**src/rtl/clock_pkg.sv**
```systemverilog
// Shared types, limits and digit helpers for the alarm clock core.
package clock_pkg;

    typedef enum logic {CLOCK, ALARM_SET} mode_t;
    typedef enum logic [1:0] {IDLE, RINGING, SNOOZED} alarm_state_t;

    localparam logic [5:0] MAX_HOUR = 6'd23;
    localparam logic [5:0] MAX_MIN  = 6'd59;

    function automatic logic [7:0] bcd_split(input logic [5:0] v);
        logic [3:0] tens, ones;
        tens = 4'(v / 6'd10);
        ones = 4'(v % 6'd10);
        return {tens, ones};
    endfunction

    function automatic logic [5:0] to12h(input logic [5:0] h);
        if (h == 6'd0) return 6'd12;
        if (h > 6'd12) return h - 6'd12;
        return h;
    endfunction

    // Up/down step of one field with wrap and no carry into neighbours.
    function automatic logic [5:0] wrap_step(input logic [5:0] v, input logic [5:0] top,
                                             input logic up);
        if (up) return (v == top) ? 6'd0 : v + 6'd1;
        return (v == 6'd0) ? top : v - 6'd1;
    endfunction

endpackage

```
**src/rtl/tick_gen.sv**
```systemverilog
// Prescaler: one-cycle tick every TICK_DIV clocks, with synchronous clear.
module tick_gen #(
    parameter int TICK_DIV = 100_000_000
) (
    input  logic clk,
    input  logic rst_n,
    input  logic clr,
    output logic tick
);
    localparam int W = $clog2(TICK_DIV);
    localparam logic [W-1:0] LAST = W'(TICK_DIV - 1);

    logic [W-1:0] cnt;

    assign tick = (cnt == LAST) && !clr;

    always_ff @(posedge clk or negedge rst_n) begin
        if (!rst_n)                   cnt <= '0;
        else if (clr || cnt == LAST)  cnt <= '0;
        else                          cnt <= cnt + 1'b1;
    end
endmodule

```
**src/rtl/clock_alarm_core.sv**
```systemverilog
// 24-hour clock with editable alarm, snooze, ring timeout and 12/24h display.
module clock_alarm_core
    import clock_pkg::*;
#(
    parameter int TICK_DIV   = 100_000_000,
    parameter int RING_SECS  = 60,
    parameter int SNOOZE_MIN = 5
) (
    input  logic       clk,
    input  logic       rst_n,
    input  logic       clr,
    input  logic       alarm_en,
    input  logic       mode12,
    input  logic       btnC,
    input  logic       btnU,
    input  logic       btnL,
    input  logic       btnR,
    input  logic       btnD,
    output logic [3:0] h2,
    output logic [3:0] h1,
    output logic [3:0] m2,
    output logic [3:0] m1,
    output logic [3:0] s2,
    output logic [3:0] s1,
    output logic       set_alarm,
    output logic       field_hour,
    output logic       pm,
    output logic       ringing
);
    localparam logic [7:0] RING_LAST = 8'(RING_SECS - 1);
    localparam logic [6:0] SNZ       = 7'(SNOOZE_MIN);

    logic         tick;
    logic [5:0]   hour, minute, second, alarm_h, alarm_m, snz_h, snz_m;
    logic [5:0]   adv_h, adv_m, adv_s;
    logic [5:0]   disp_h, disp_m, disp_s, shown_h;
    logic [4:0]   btn_prev;
    logic         press_c, press_u, press_l, press_r, press_d;
    logic         edit, alarm_hit, snooze_hit;
    logic [6:0]   snz_sum;
    logic [7:0]   ring_cnt;
    mode_t        mode;
    alarm_state_t state;

    tick_gen #(.TICK_DIV(TICK_DIV)) u_tick (
        .clk   (clk),
        .rst_n (rst_n),
        .clr   (clr),
        .tick  (tick)
    );

    // Previous values reset high so a button held through reset is not a press.
    always_ff @(posedge clk or negedge rst_n) begin
        if (!rst_n) btn_prev <= '1;
        else        btn_prev <= {btnC, btnU, btnL, btnR, btnD};
    end

    assign press_c = btnC & ~btn_prev[4];
    assign press_u = btnU & ~btn_prev[3];
    assign press_l = btnL & ~btn_prev[2];
    assign press_r = btnR & ~btn_prev[1];
    assign press_d = btnD & ~btn_prev[0];

    always_comb begin
        adv_h = hour;
        adv_m = minute;
        adv_s = second;
        if (tick) begin
            if (second != MAX_MIN) adv_s = second + 6'd1;
            else begin
                adv_s = '0;
                if (minute != MAX_MIN) adv_m = minute + 6'd1;
                else begin
                    adv_m = '0;
                    adv_h = (hour == MAX_HOUR) ? 6'd0 : hour + 6'd1;
                end
            end
        end
    end

    // U/D presses while ringing are snooze requests, never edits.
    assign edit       = (state != RINGING) && (press_u ^ press_d);
    assign alarm_hit  = tick && adv_h == alarm_h && adv_m == alarm_m && adv_s == 6'd0;
    assign snooze_hit = tick && adv_h == snz_h && adv_m == snz_m && adv_s == 6'd0;
    assign snz_sum    = {1'b0, minute} + SNZ;

    always_ff @(posedge clk or negedge rst_n) begin
        if (!rst_n) begin
            {hour, minute, second} <= '0;
            alarm_h    <= 6'd6;
            alarm_m    <= 6'd0;
            mode       <= CLOCK;
            field_hour <= 1'b0;
        end else begin
            if (clr) {hour, minute, second} <= '0;
            else begin
                hour   <= adv_h;
                minute <= adv_m;
                second <= adv_s;
                if (edit && mode == CLOCK) begin
                    if (field_hour) hour   <= wrap_step(adv_h, MAX_HOUR, press_u);
                    else            minute <= wrap_step(adv_m, MAX_MIN, press_u);
                end
            end
            if (edit && mode == ALARM_SET) begin
                if (field_hour) alarm_h <= wrap_step(alarm_h, MAX_HOUR, press_u);
                else            alarm_m <= wrap_step(alarm_m, MAX_MIN, press_u);
            end
            if (press_l && !press_r)      field_hour <= 1'b1;
            else if (press_r && !press_l) field_hour <= 1'b0;
            if (press_c && (mode == ALARM_SET || state != RINGING))
                mode <= (mode == CLOCK) ? ALARM_SET : CLOCK;
        end
    end

    always_ff @(posedge clk or negedge rst_n) begin
        if (!rst_n) begin
            state    <= IDLE;
            ring_cnt <= '0;
            snz_h    <= '0;
            snz_m    <= '0;
        end else if (!alarm_en) begin
            state <= IDLE;
        end else begin
            case (state)
                IDLE: if (alarm_hit) begin
                    state    <= RINGING;
                    ring_cnt <= '0;
                end
                RINGING: begin
                    if (press_c) state <= IDLE;
                    else if (press_u || press_d) begin
                        state <= SNOOZED;
                        if (snz_sum >= 7'd60) begin
                            snz_m <= 6'(snz_sum - 7'd60);
                            snz_h <= (hour == MAX_HOUR) ? 6'd0 : hour + 6'd1;
                        end else begin
                            snz_m <= snz_sum[5:0];
                            snz_h <= hour;
                        end
                    end else if (tick) begin
                        if (ring_cnt == RING_LAST) state <= IDLE;
                        else                       ring_cnt <= ring_cnt + 8'd1;
                    end
                end
                SNOOZED: if (snooze_hit) begin
                    state    <= RINGING;
                    ring_cnt <= '0;
                end
                default: state <= IDLE;
            endcase
        end
    end

    always_comb begin
        if (mode == ALARM_SET) begin
            disp_h = alarm_h;
            disp_m = alarm_m;
            disp_s = 6'd0;
        end else begin
            disp_h = hour;
            disp_m = minute;
            disp_s = second;
        end
    end

    assign shown_h   = mode12 ? to12h(disp_h) : disp_h;
    assign {h2, h1}  = bcd_split(shown_h);
    assign {m2, m1}  = bcd_split(disp_m);
    assign {s2, s1}  = bcd_split(disp_s);
    assign set_alarm = (mode == ALARM_SET);
    assign pm        = (disp_h >= 6'd12);
    assign ringing   = (state == RINGING);
endmodule

```
**config.mk**
```make
export PLATFORM = sky130hd
export DESIGN_NAME = clock_alarm_core
export DESIGN_NICKNAME = d
export VERILOG_FILES = /design/src/rtl/clock_pkg.sv /design/src/rtl/tick_gen.sv /design/src/rtl/clock_alarm_core.sv
export SDC_FILE = /design/constraint.sdc
export NUM_CORES = 1
export LEC_CHECK = 0
export ABC_AREA = 1
export CAP_MARGIN = 20
export CELL_PAD_IN_SITES_DETAIL_PLACEMENT = 1
export CELL_PAD_IN_SITES_GLOBAL_PLACEMENT = 1
export CORE_MARGIN = 2
export CORE_UTILIZATION = 44
export CTS_CLUSTER_DIAMETER = 100
export CTS_CLUSTER_SIZE = 20
export DETAILED_ROUTE_END_ITERATION = 10
export PLACE_DENSITY_LB_ADDON = 0.3
export SYNTH_ARGS = -nofsm -noshare
export SYNTH_HDL_FRONTEND = slang
export SYNTH_SLANG_ARGS = --single-unit
```
**constraint.sdc**
```tcl
create_clock -name clk -period 4.49 [get_ports clk]
set_clock_uncertainty 0.15 [all_clocks]
set_input_delay 0.898 -clock clk [delete_from_list [all_inputs] [get_ports clk]]
set_output_delay 0.898 -clock clk [all_outputs]
set_load 0.1 [all_outputs]
```
# --- After elaboration in Yosys (flattened, before gate mapping) ---
# Cells that the tools add are included.
classes:
  n_addsub: 16
  n_div: 6
  magnitude_cmp: 3
  eq_ne: 26
  n_mux: 73
  bitwise_logic: 14
  reduce_logical: 33
op_table:
  columns: ["op", "n"]
  rows:
  - ["$mux W6", 42]
  - ["$mux W8", 6]
  - ["$add A6 B1 Y6 const B", 7]
  - ["$logic_not A6 Y1", 6]
  - ["$add A27 B1 Y27 const B", 1]
  - ["$eq A27 B27 Y1 const B", 1]
  - ["$mux W27", 1]
  - ["$eq A6 B6 Y1", 4]
  - ["$pmux W8 S3", 1]
  - ["$sub A6 B1 Y6 const B", 4]
  - ["$div A6 B4 Y6 const B", 3]
  - ["$eq A6 B5 Y1 const B", 3]
  - ["$mod A6 B4 Y6 const B", 3]
  - ["$mux W1", 15]
  - ["$mux W2", 7]
  - ["$logic_and A1 B1 Y1", 13]
  - ["$eq A6 B6 Y1 const B", 2]
  - ["$ne A6 B6 Y1 const B", 2]
  - ["$ne A2 B2 Y1 const B", 5]
  - ["$ne A5 B2 Y1 const B", 2]
  - ["$add A8 B1 Y8 const B", 1]
  - ["$eq A8 B6 Y1 const B", 1]
  - ["$not A1 Y1", 8]
  - ["$reduce_and A4 Y1", 2]
  - ["other kinds (20)", 31]
totals:
  ff_bits: 86
  input_bits: 10

# --- Logic depth before layout (Yosys ltp) ---
# Gate-level depths: netlist (run 1).
depth:
  word_depth: 12
  ltp_mapped: 26
  mapped_depth_nobuf: 24

# --- Modules after synthesis ---
# From an unflattened synthesis (run 1), not the netlist that was laid out.
unflattened:
  cells_unflattened: 1160
  area_unflattened_um2: 7499.7
by_module_without_submodules:
  columns: ["mod", "n_inst", "cells_per_inst", "area_each_um2"]
  rows:
  - ["clock_alarm_core", 1, 924, 5876.9]
  - ["tick_gen", 1, 236, 1622.8]

# --- Worst setup path before layout (run 1) ---
# Ideal clock, no wire load.
synth_timing:
  path_type: "flip-flop to output port"
  from: "register mode, in the netlist set_alarm"
  to: "output port m1[2]"
  arrival_time_ns: 7.061
  path_slack_ns: -3.619
  stages_incl_launch_ff: 12
  path_buffers: 3
  cell_sequence: "dfrtp_1 buf_4 buf_6 buf_6 o21ai_0 nor2_1 o21ai_1 nand2_2 xor2_1 o21ai_1 nand2_1 a21oi_1"
synth_via:
  elab_chain_len: 2
synth_lines:
  columns: ["item", "line_no", "rtl"]
  rows:
  - ["start, declared", "clock_alarm_core.sv:42", "mode_t mode;"]
  - ["start signal, assigned", "clock_alarm_core.sv:112", "mode <= (mode == CLOCK) ? ALARM_SET : CLOCK;"]
  - ["$mux W6", "clock_alarm_core.sv:156", "if (mode == ALARM_SET) begin"]
  - ["$mod A6 B4 Y6", "clock_pkg.sv:13", "ones = 4'(v % 6'd10);"]
  - ["end, declared", "clock_alarm_core.sv:22", "output logic [3:0] m1,"]
# No other way between the ends.

# --- Worst setup path after layout (run 1) ---
layout_timing:
  from: "register mode, in the netlist set_alarm"
  to: "output port h2[0]"
layout_via:
  elab_chain_len: 8
  elab_cells_between_ends: 12
  classes_between: "add/sub: 1; div: 1; order compare: 1; mux: 8; reduce/logical: 1"
layout_lines:
  columns: ["item", "line_no", "rtl"]
  rows:
  - ["$mux W6 (*)", "clock_alarm_core.sv:156", null]
  - ["$gt A6 B4 Y1", "clock_pkg.sv:19", "if (h > 6'd12) return h - 6'd12;"]
  - ["$mux W1 (2 in a row)", "clock_pkg.sv:19", null]
  - ["$mux W6", "clock_pkg.sv:20", "return h;"]
  - ["$mux W6", "clock_pkg.sv:19", null]
  - ["$mux W6 (*)", "clock_alarm_core.sv:167", "assign shown_h = mode12 ? to12h(disp_h) : disp_h;"]
  - ["$div A6 B4 Y6 (*)", "clock_pkg.sv:12", "tens = 4'(v / 6'd10);"]
  - ["end, declared", "clock_alarm_core.sv:19", "output logic [3:0] h2,"]
# Mark *: on every way between the ends. The rest lies on a longest branch, timed or not. The select of a mux whose other input is x is not followed.

==> results of run 1 <==
## power groups by stage
stage | clock (mW) | sequential, mW | combinational, mW
2_1_floorplan | 0 | 0.955 | 3.39
3_3_place_gp | 0 | 1.00 | 4.61
3_5_place_dp | 0 | 1.00 | 4.73
4_1_cts | 0.926 | 0.972 | 5.10
5_1_grt | 0.956 | 0.988 | 5.71
6_report | 0.914 | 0.977 | 5.44
## layer usage
layer / vias to the layer above / track usage
li1: 3856 / -
met1: 3998 / 0.362
met2: 211 / 0.513
met3: 79 / 0.0413
met4: 0 / 0.114
met5: - / 0
## per-stage QoR
stage / power [mW] / utilization / hold WS (ps)
floorplan: 4.35 / - / 275
global placement: 5.61 / 0.529 / 291
detailed placement: 5.73 / 0.529 / 312
CTS: 6.99 / 0.567 / 320
global route: 7.66 / 0.580 / 357
finish: 7.33 / 0.580 / 310
## what timing repair did
action,in CTS,in global routing
buffers inserted,15,13
setup endpoints to repair,5,10
resized for setup,29,29
pin swaps,24,27
## worst max path at each step
| stage | slack [ps] | from | endpoint | cells after the start |
|---|---|---|---|---|
| CTS | -90 | set_alarm | h1[2] | 25 |
| finish | -460 | set_alarm | h2[0] | 20 |
| global route | -570 | set_alarm | h1[3] | 19 |
| global placement | -110 | mode12 | h1[3] | 14 |
| floorplan | -560 | set_alarm | m1[1] | 17 |
| detailed placement | -200 | mode12 | h1[3] | 14 |
## worst register-to-register path: cells and delay by family, from the launching register on
kind / cells / cell delay, ps
fa+ha+maj: 1 / 250
flops: 1 / 430
buf+inv: 1 / 260
simple gates: 18 / 2440
## cells in the mapped netlist (all sizes together)
master   count
dfstp        7
o21ai      101
and3         2
a22oi        3
nand2      302
o221ai       4
inv        155
nand3b       2
a2111oi      1
clkinv       4
a32oi        2
clkbuf      14
o21a         4
ha          33
buf         17
nand3       87
a21oi       38
xor2        42
conb         1
dfrtp       79
nand4       29
or2          2
nor4         9
nor3        36
mux2i        1
and2         1
xnor2       11
a31oi       10
o211a        1
o221a        1
nor3b        3
o211ai       3
o2bb2ai      1
a211oi       2
nor2       130
o22ai        2
## logic make-up (layout without fill, tap and decap cells)
| family | Yosys count | after routing | share of synthesized area |
|---|---|---|---|
| flip-flops | 86 | 86 | 0.287 |
| multiplexers | 1 | 1 | 0.00133 |
| AND/OR/NAND/NOR | 603 | 603 | 0.361 |
| adder cells (fa/ha/maj) | 33 | 33 | 0.0549 |
| AO/OA/AOI/OAI | 173 | 173 | 0.131 |
| XOR/XNOR | 53 | 53 | 0.0617 |
| other | 1 | 3 | 0.000498 |
| buffers and inverters | 190 | 271 | 0.103 |
## state kept, by name, summed over array words and instances, names as in the netlist, 5 cells and up
register / count
snz_h: 6
second: 6
snz_m: 6
alarm_m: 6
btn_prev: 5
alarm_h: 6
ring_cnt: 8
u_tick.cnt: 27
minute: 6
hour: 6
## area by class of cell
type                    count  area [um^2]  area share
multi-input cells         866         5250       0.544
clock buffers              13          270      0.0280
inverters                 159          616      0.0638
repair buffers             96          978       0.101
flip-flops and latches     86         2170       0.225
clock inverters             3         90.1     0.00934
well taps                 220          275      0.0285
==> metrics.md, run 1 <==
| Metric | Value |
|---|---|
| Cells after DPL | `1400` |
| Cell family contributing the most delay on the critical path | `buffers and inverters` |
| Cells on Worst Hold Path | `1` |
| Pin count of the biggest net entering global routing | `64` |
| Maximum clock path buffer count | `2` |
| Critical path buffers and inverters | `9` |
| Clock insertion delay at the later pin of the skew report | `360 ps` |
| DP HPWL | `18000 um` |
| Area overhead of the layout relative to synthesis | `28.2%` |
| Warnings from Yosys | `0` |
| Post-route DRC violation count | `0` |
| Quantity of I/O buffers inserted on ports | `34` |
| Violations in the final reports | `setup timing` |
| Ratio of cells with drive above 1 in the final layout | `0.196` |
| Slowest Stage Delay on Critical Path | `540 ps` |
| Clock edge transition at the registers on the reported setup and hold paths | `70 ps` |
| Critical path peak fanout | `7` |
| Number of placed I/O pins | `38` |
| Commonest cells after routing, fill and taps aside | `nand2_1 (250), inv_1 (137), nor2_1 (114), nand3_1 (80), dfrtp_1 (77)` |
| Area of all placed cells without fillers | `9650 um^2` |
| Worst VDD drop | `1330 uV` |
| Number of buffers inserted by hold repair at cts | `0` |
| Clk network pwr share | `0.125` |
| Fin crit share | `1.10` |
| Via count | `8144` |
| Result of the run | `finished, violations left` |
| Initial core utilization | `0.452` |
| Worst Setup Path Type | `reg2out` |
| H-tree depth | `3` |
| Total cell area at the placement stage | `8810 um^2` |
| TritonCTS Sinks | `86` |
| Critical path endpoint category | `output port` |
| Total wire length | `26500 um` |
| Vias in the first global route | `8575` |
| Uppermost routed layer | `met4` |
| Unrepaired setup endpoints after global routing | `true` |
| Mapped Cells | `1140` |
| WL met2 | `13100 um` |
| Fmax achieved | `202 MHz` |
| Synth Area per Inst | `6.60 um^2` |
| Minimum clock period after layout | `4950 ps` |
| Remaining Overflow, GRT | `0` |
| Design internal power | `3.45 mW` |
| Sort of element at the start of the critical path | `flip-flop` |
| Sequential share of power | `0.133` |
| Reg2reg end | `ring_cnt[3]` |
| Die width | `135 um` |
| Worst path cell trace | `buf_8, o21ai_4, ha_4, inv_6, a31oi_1, a31oi_2, inv_1, buf_4, nand2_2, a21oi_2, inv_2, buf_4, nand2_8, nand2_4, and2_4, nand2_4, buf_12, nand2_8, buf_4, buf_12` |
| Post-synthesis cell type count | `50` |
| Worst min-delay path category | `reg2reg` |
| Clock tree from TritonCTS | `built` |
| Finish-stage setup viols | `9` |
| Area enclosed by the die boundary | `18200 um^2` |
| Sum of routed wire segments on met1 | `11300 um` |
| Max transition margin | `0.327` |
| Leading cell type in the layout, fill and taps excluded | `nand2_1` |
| Layout Cells excl Fill | `1443` |
| Overall Global Routing Usage | `0.292` |
| Most area-hungry cell type in the Yosys netlist | `dfrtp_1` |
| Final ANT Viol Nets | `0` |
| Arrival time reported for the critical path endpoint | `3900 ps` |
| Most repeated library cell on the critical path | `buf_4` |
| Endpoint of the worst hold-timing path | `u_tick.cnt[0]` |
| Switching power | `3.88 mW` |
| Slowest cell on crit path | `dfrtp_4` |
| Flop and latch count out of synthesis | `86` |
| Antenna diode count | `0` |
| First-pass iteration count of the detailed router | `5` |
| Gp weighted congestion | `0.878` |
| Cell area after synthesis | `7530 um^2` |
| Die height | `135 um` |
| Number of vias per cell after detailed routing | `5.64` |
| Cell row count | `47` |
| Leakage | `4.37 nW` |
| Total power divided by cell area | `760 nW/um^2` |
| Critical path required time | `3440 ps` |
| Reg-to-reg setup timing slack | `850 ps` |
| Number of buffers inserted during clock tree synthesis | `9` |
| Per-cell routed wire length | `18.4 um` |
| Final sum of negative setup slack | `-2290 ps` |
| Critical hold path startpoint | `u_tick.cnt[0]` |
| Cell depth of the worst flop-to-flop path | `20` |
| Area fraction of the dominant cell type after synthesis | `0.263` |
| Share of total power in combinational logic | `0.742` |
| R2r startpoint | `second[0]` |
| Share of total power consumed by net switching | `0.529` |
| DR iter-0 viols | `627` |
| Hold Violations, Final | `0` |
| Top cells by area, synth | `dfrtp_1 (26%), nand2_1 (14%), inv_1 (7.0%), nor2_1 (6.1%), nand3_1 (5.5%)` |
| Worst setup margin | `-463 ps` |
| Max cap viols | `0` |
| Fill cell instance count of the final layout | `2140` |
| Number of antenna violations at the first check in global routing | `0` |
| Final net count | `1261` |
| Met3 layer wire length in the routed design | `1080 um` |
| Cell at the root of the clock tree | `clkbuf_16` |
| Sequential element share of the synthesized area | `0.287` |
| Post-Place Setup Slack | `-199 ps` |
| Wire length of the first global-routing pass | `42300 um` |
| Floorplan Core Area | `16600 um^2` |
| Final Max Slew Viols | `0` |
| Actual transition at the worst max-transition pin | `1010 ps` |
(Power assumes the default switching activity.)
==> run 2: changes to the inputs <==
--- a/config.mk
+++ b/config.mk
@@ -10,10 +10,12 @@
 export CELL_PAD_IN_SITES_DETAIL_PLACEMENT = 1
 export CELL_PAD_IN_SITES_GLOBAL_PLACEMENT = 1
 export CORE_MARGIN = 2
-export CORE_UTILIZATION = 44
+export CORE_UTILIZATION = 40
 export CTS_CLUSTER_DIAMETER = 100
 export CTS_CLUSTER_SIZE = 20
 export DETAILED_ROUTE_END_ITERATION = 10
+export GPL_ROUTABILITY_DRIVEN = 0
+export GPL_TIMING_DRIVEN = 1
 export PLACE_DENSITY_LB_ADDON = 0.3
 export SYNTH_ARGS = -nofsm -noshare
 export SYNTH_HDL_FRONTEND = slang
==> constraint.sdc (replaced) <==
create_clock -name clk -period 4.4 [get_ports clk]
set_clock_uncertainty 0.15 [all_clocks]
set_input_delay 0.88 -clock clk [delete_from_list [all_inputs] [get_ports clk]]
set_output_delay 0.88 -clock clk [all_outputs]
set_load 0.1 [all_outputs]
==> metrics.md, run 2 (synthesized netlist as in run 1, its figures left out) <==
| Metric | Value |
|---|---|
| Fill cell instance count of the final layout | `2333 (+9.0%)` |
| Cell at the root of the clock tree | `clkbuf_16` |
| Leakage | `4.41 nW (+0.95%)` |
| Overall Global Routing Usage | `0.262 (-0.0301)` |
| Fin crit share | `1.10` |
| Ratio of cells with drive above 1 in the final layout | `0.218 (+0.0222)` |
| Pin count of the biggest net entering global routing | `69 (+7.8%)` |
| Number of antenna violations at the first check in global routing | `0 (unchanged)` |
| Cell family contributing the most delay on the critical path | `simple AND/OR/NAND/NOR gates` |
| Post-Place Setup Slack | `-307 ps (-109 ps)` |
| Biggest registers after layout | `u_tick.cnt: 27 flops, ring_cnt: 8 flops` |
| Arrival time reported for the critical path endpoint | `3800 ps (-100 ps)` |
| First-pass iteration count of the detailed router | `5 (unchanged)` |
| Per-cell routed wire length | `18.0 um (-2.1%)` |
| Critical path peak fanout | `8 (+1)` |
| Clock edge transition at the registers on the reported setup and hold paths | `70 ps (about the same)` |
| Via count | `8074 (-0.86%)` |
| Max transition margin | `0.330 (+0.00306)` |
| Sequential share of power | `0.133 (about the same)` |
| Critical path buffers and inverters | `5 (-4)` |
| Final Max Slew Viols | `0 (unchanged)` |
| Number of flip-flops under the largest register name | `27 (unchanged)` |
| Quantity of I/O buffers inserted on ports | `34 (unchanged)` |
| Cell depth of the worst flop-to-flop path | `18 (-10%)` |
| Vias in the first global route | `8310 (-3.1%)` |
| Total wire length | `26500 um (-0.29%)` |
| Number of placed I/O pins | `38 (unchanged)` |
| Sort of element at the start of the critical path | `flip-flop` |
| Fmax achieved | `207 MHz` |
| Die width | `141 um (+4.7%)` |
| Most repeated library cell on the critical path | `nand2_8` |
| Cells after DPL | `1414 (+1.0%)` |
| Sum of routed wire segments on met1 | `11800 um (+4.4%)` |
| Layout Cells excl Fill | `1470 (+1.9%)` |
| Worst min-delay path category | `reg2reg` |
| Worst Setup Path Type | `reg2out` |
| Critical path endpoint category | `output port` |
| Number of buffers inserted during clock tree synthesis | `9 (unchanged)` |
| Met3 layer wire length in the routed design | `937 um (-14%)` |
| Slowest cell on crit path | `dfrtp_4` |
| Area overhead of the layout relative to synthesis | `30.2%` |
| Maximum clock path buffer count | `2 (unchanged)` |
| Uppermost routed layer | `met4` |
| Die height | `141 um (+4.7%)` |
| Area enclosed by the die boundary | `19900 um^2 (+9.7%)` |
| Cell row count | `50 (+6.4%)` |
| Clock tree from TritonCTS | `built` |
| Total power divided by cell area | `771 nW/um^2 (+1.4%)` |
| Post-route DRC violation count | `0 (unchanged)` |
| DR iter-0 viols | `563 (-10%)` |
| Initial core utilization | `0.405 (-0.0472)` |
| Final net count | `1274 (+1.0%)` |
| Actual transition at the worst max-transition pin | `1000 ps (-4.57 ps)` |
| Area of all placed cells without fillers | `9800 um^2 (+1.6%)` |
| Minimum clock period after layout | `4830 ps` |
| DP HPWL | `17800 um (-1.0%)` |
| Floorplan Core Area | `18600 um^2 (+12%)` |
| Wire length of the first global-routing pass | `42000 um (-0.77%)` |
| Hold Violations, Final | `0 (unchanged)` |
| Footprint of the multi-input gates | `5360 um^2 (+2.1%)` |
| Result of the run | `finished, violations left` |
| Unrepaired setup endpoints after global routing | `true` |
| Antenna diode count | `0 (unchanged)` |
| Max cap viols | `0 (unchanged)` |
| Clock insertion delay at the later pin of the skew report | `360 ps (about the same)` |
| TritonCTS Sinks | `86 (unchanged)` |
| H-tree depth | `3 (unchanged)` |
| Commonest cells after routing, fill and taps aside | `nand2_1 (246), inv_1 (133), nor2_1 (112), nand3_1 (79), dfrtp_1 (78)` |
| Area taken by flip-flops and latches | `2160 um^2 (about the same)` |
| Remaining Overflow, GRT | `0 (unchanged)` |
| Final Util | `0.528 (-0.0520)` |
| Worst path cell trace | `buf_8, nand2_1, o21ai_4, nor2_4, buf_4, nand4_1, nand2_2, nor2_4, buf_6, ha_4, o21ai_4, nand2_2, buf_12, nand2_8, nand2_4, and2_4, nand2_8, nand3b_1, nand2_8, buf_12` |
| Design internal power | `3.50 mW (+1.4%)` |
| Slowest Stage Delay on Critical Path | `560 ps (+20 ps)` |
| Finish-stage setup viols | `9 (unchanged)` |
| Cell depth of the worst setup path | `20 (unchanged)` |
| Switching power | `4.06 mW (+4.6%)` |
| Critical path required time | `3370 ps (-70 ps)` |
| Final ANT Viol Nets | `0 (unchanged)` |
| Violations in the final reports | `setup timing` |
| Total cell area at the placement stage | `8830 um^2 (+0.17%)` |
| Clk network pwr share | `0.107 (-0.018)` |
| Share of total power consumed by net switching | `0.537 (+0.00789)` |
| WL met2 | `13000 um (-0.86%)` |
| Share of total power in combinational logic | `0.760 (+0.018)` |
| Most flops, register | `u_tick.cnt` |
| Leading cell type in the layout, fill and taps excluded | `nand2_1` |
| Worst VDD drop | `900 uV (-32%)` |
| Cells on Worst Hold Path | `1 (unchanged)` |
| Number of vias per cell after detailed routing | `5.49 (-2.7%)` |
| Worst setup margin | `-429 ps (+34.1 ps)` |
| Overall power after layout | `7.56 mW (+3.1%)` |
[run 2: changes by cell type in the layout (fill, tap and decap cells not counted), sizes merged]
cell / previous run / this run
clkinvlp: 0 / 1
buf: 82 / 96
clkdlybuf4s50: 13 / 12
clkinv: 4 / 5
bufinv: 4 / 2
[run 2: worst paths after layout]
path                                  end  slack (ps)          start
max                                 h1[2]        -430      set_alarm
min                         u_tick.cnt[0]         310  u_tick.cnt[0]
max reg2reg                   ring_cnt[3]         950      second[0]
min reg2reg                 u_tick.cnt[0]         310  u_tick.cnt[0]
max in group asynchronous  u_tick.cnt[23]        2740          rst_n
min in group asynchronous      alarm_m[3]         490          rst_n
[run 2: cell type report]
type / instances / share of cell area
clock inverter: 3 / 0.00434
inverter: 159 / 0.0625
multi-input combinational: 866 / 0.547
sequential: 86 / 0.221
tap: 234 / 0.0299
clock buffer: 13 / 0.0265
timing repair buffer: 109 / 0.109
[run 2: per-stage QoR]
stage,hold slack [ps],TNS [ps]
after floorplan,275,-3830
after detailed placement,303,-1080
final,308,-2110
after CTS,311,-476
after global routing,343,-3220
after global placement,291,-576
[run 2: power groups by stage]
stage          combinational, mW  clock, mW  sequential [mW]
4_1_cts                     5.35      0.823            0.998
5_1_grt                     6.03      0.846             1.02
3_5_place_dp                4.81          0             1.02
3_3_place_gp                4.70          0             1.02
6_report                    5.74      0.809             1.01
2_1_floorplan               3.46          0            0.975
[run 2: layer usage]
layer | vias to the layer above | track usage
met3 | 50 | 0.0292
met5 | - | 0
met4 | 0 | 0.0937
li1 | 3883 | -
met1 | 3956 | 0.342
met2 | 185 | 0.449
[run 2: what timing repair did]
| item | 4_1_cts | 5_1_grt |
|---|---|---|
| buffers inserted | 31 | 12 |
| hold buffers | 0 | 0 |
| resized for setup | 55 | 31 |
| pin swaps | 40 | 35 |
| setup endpoints to repair | 6 | 10 |
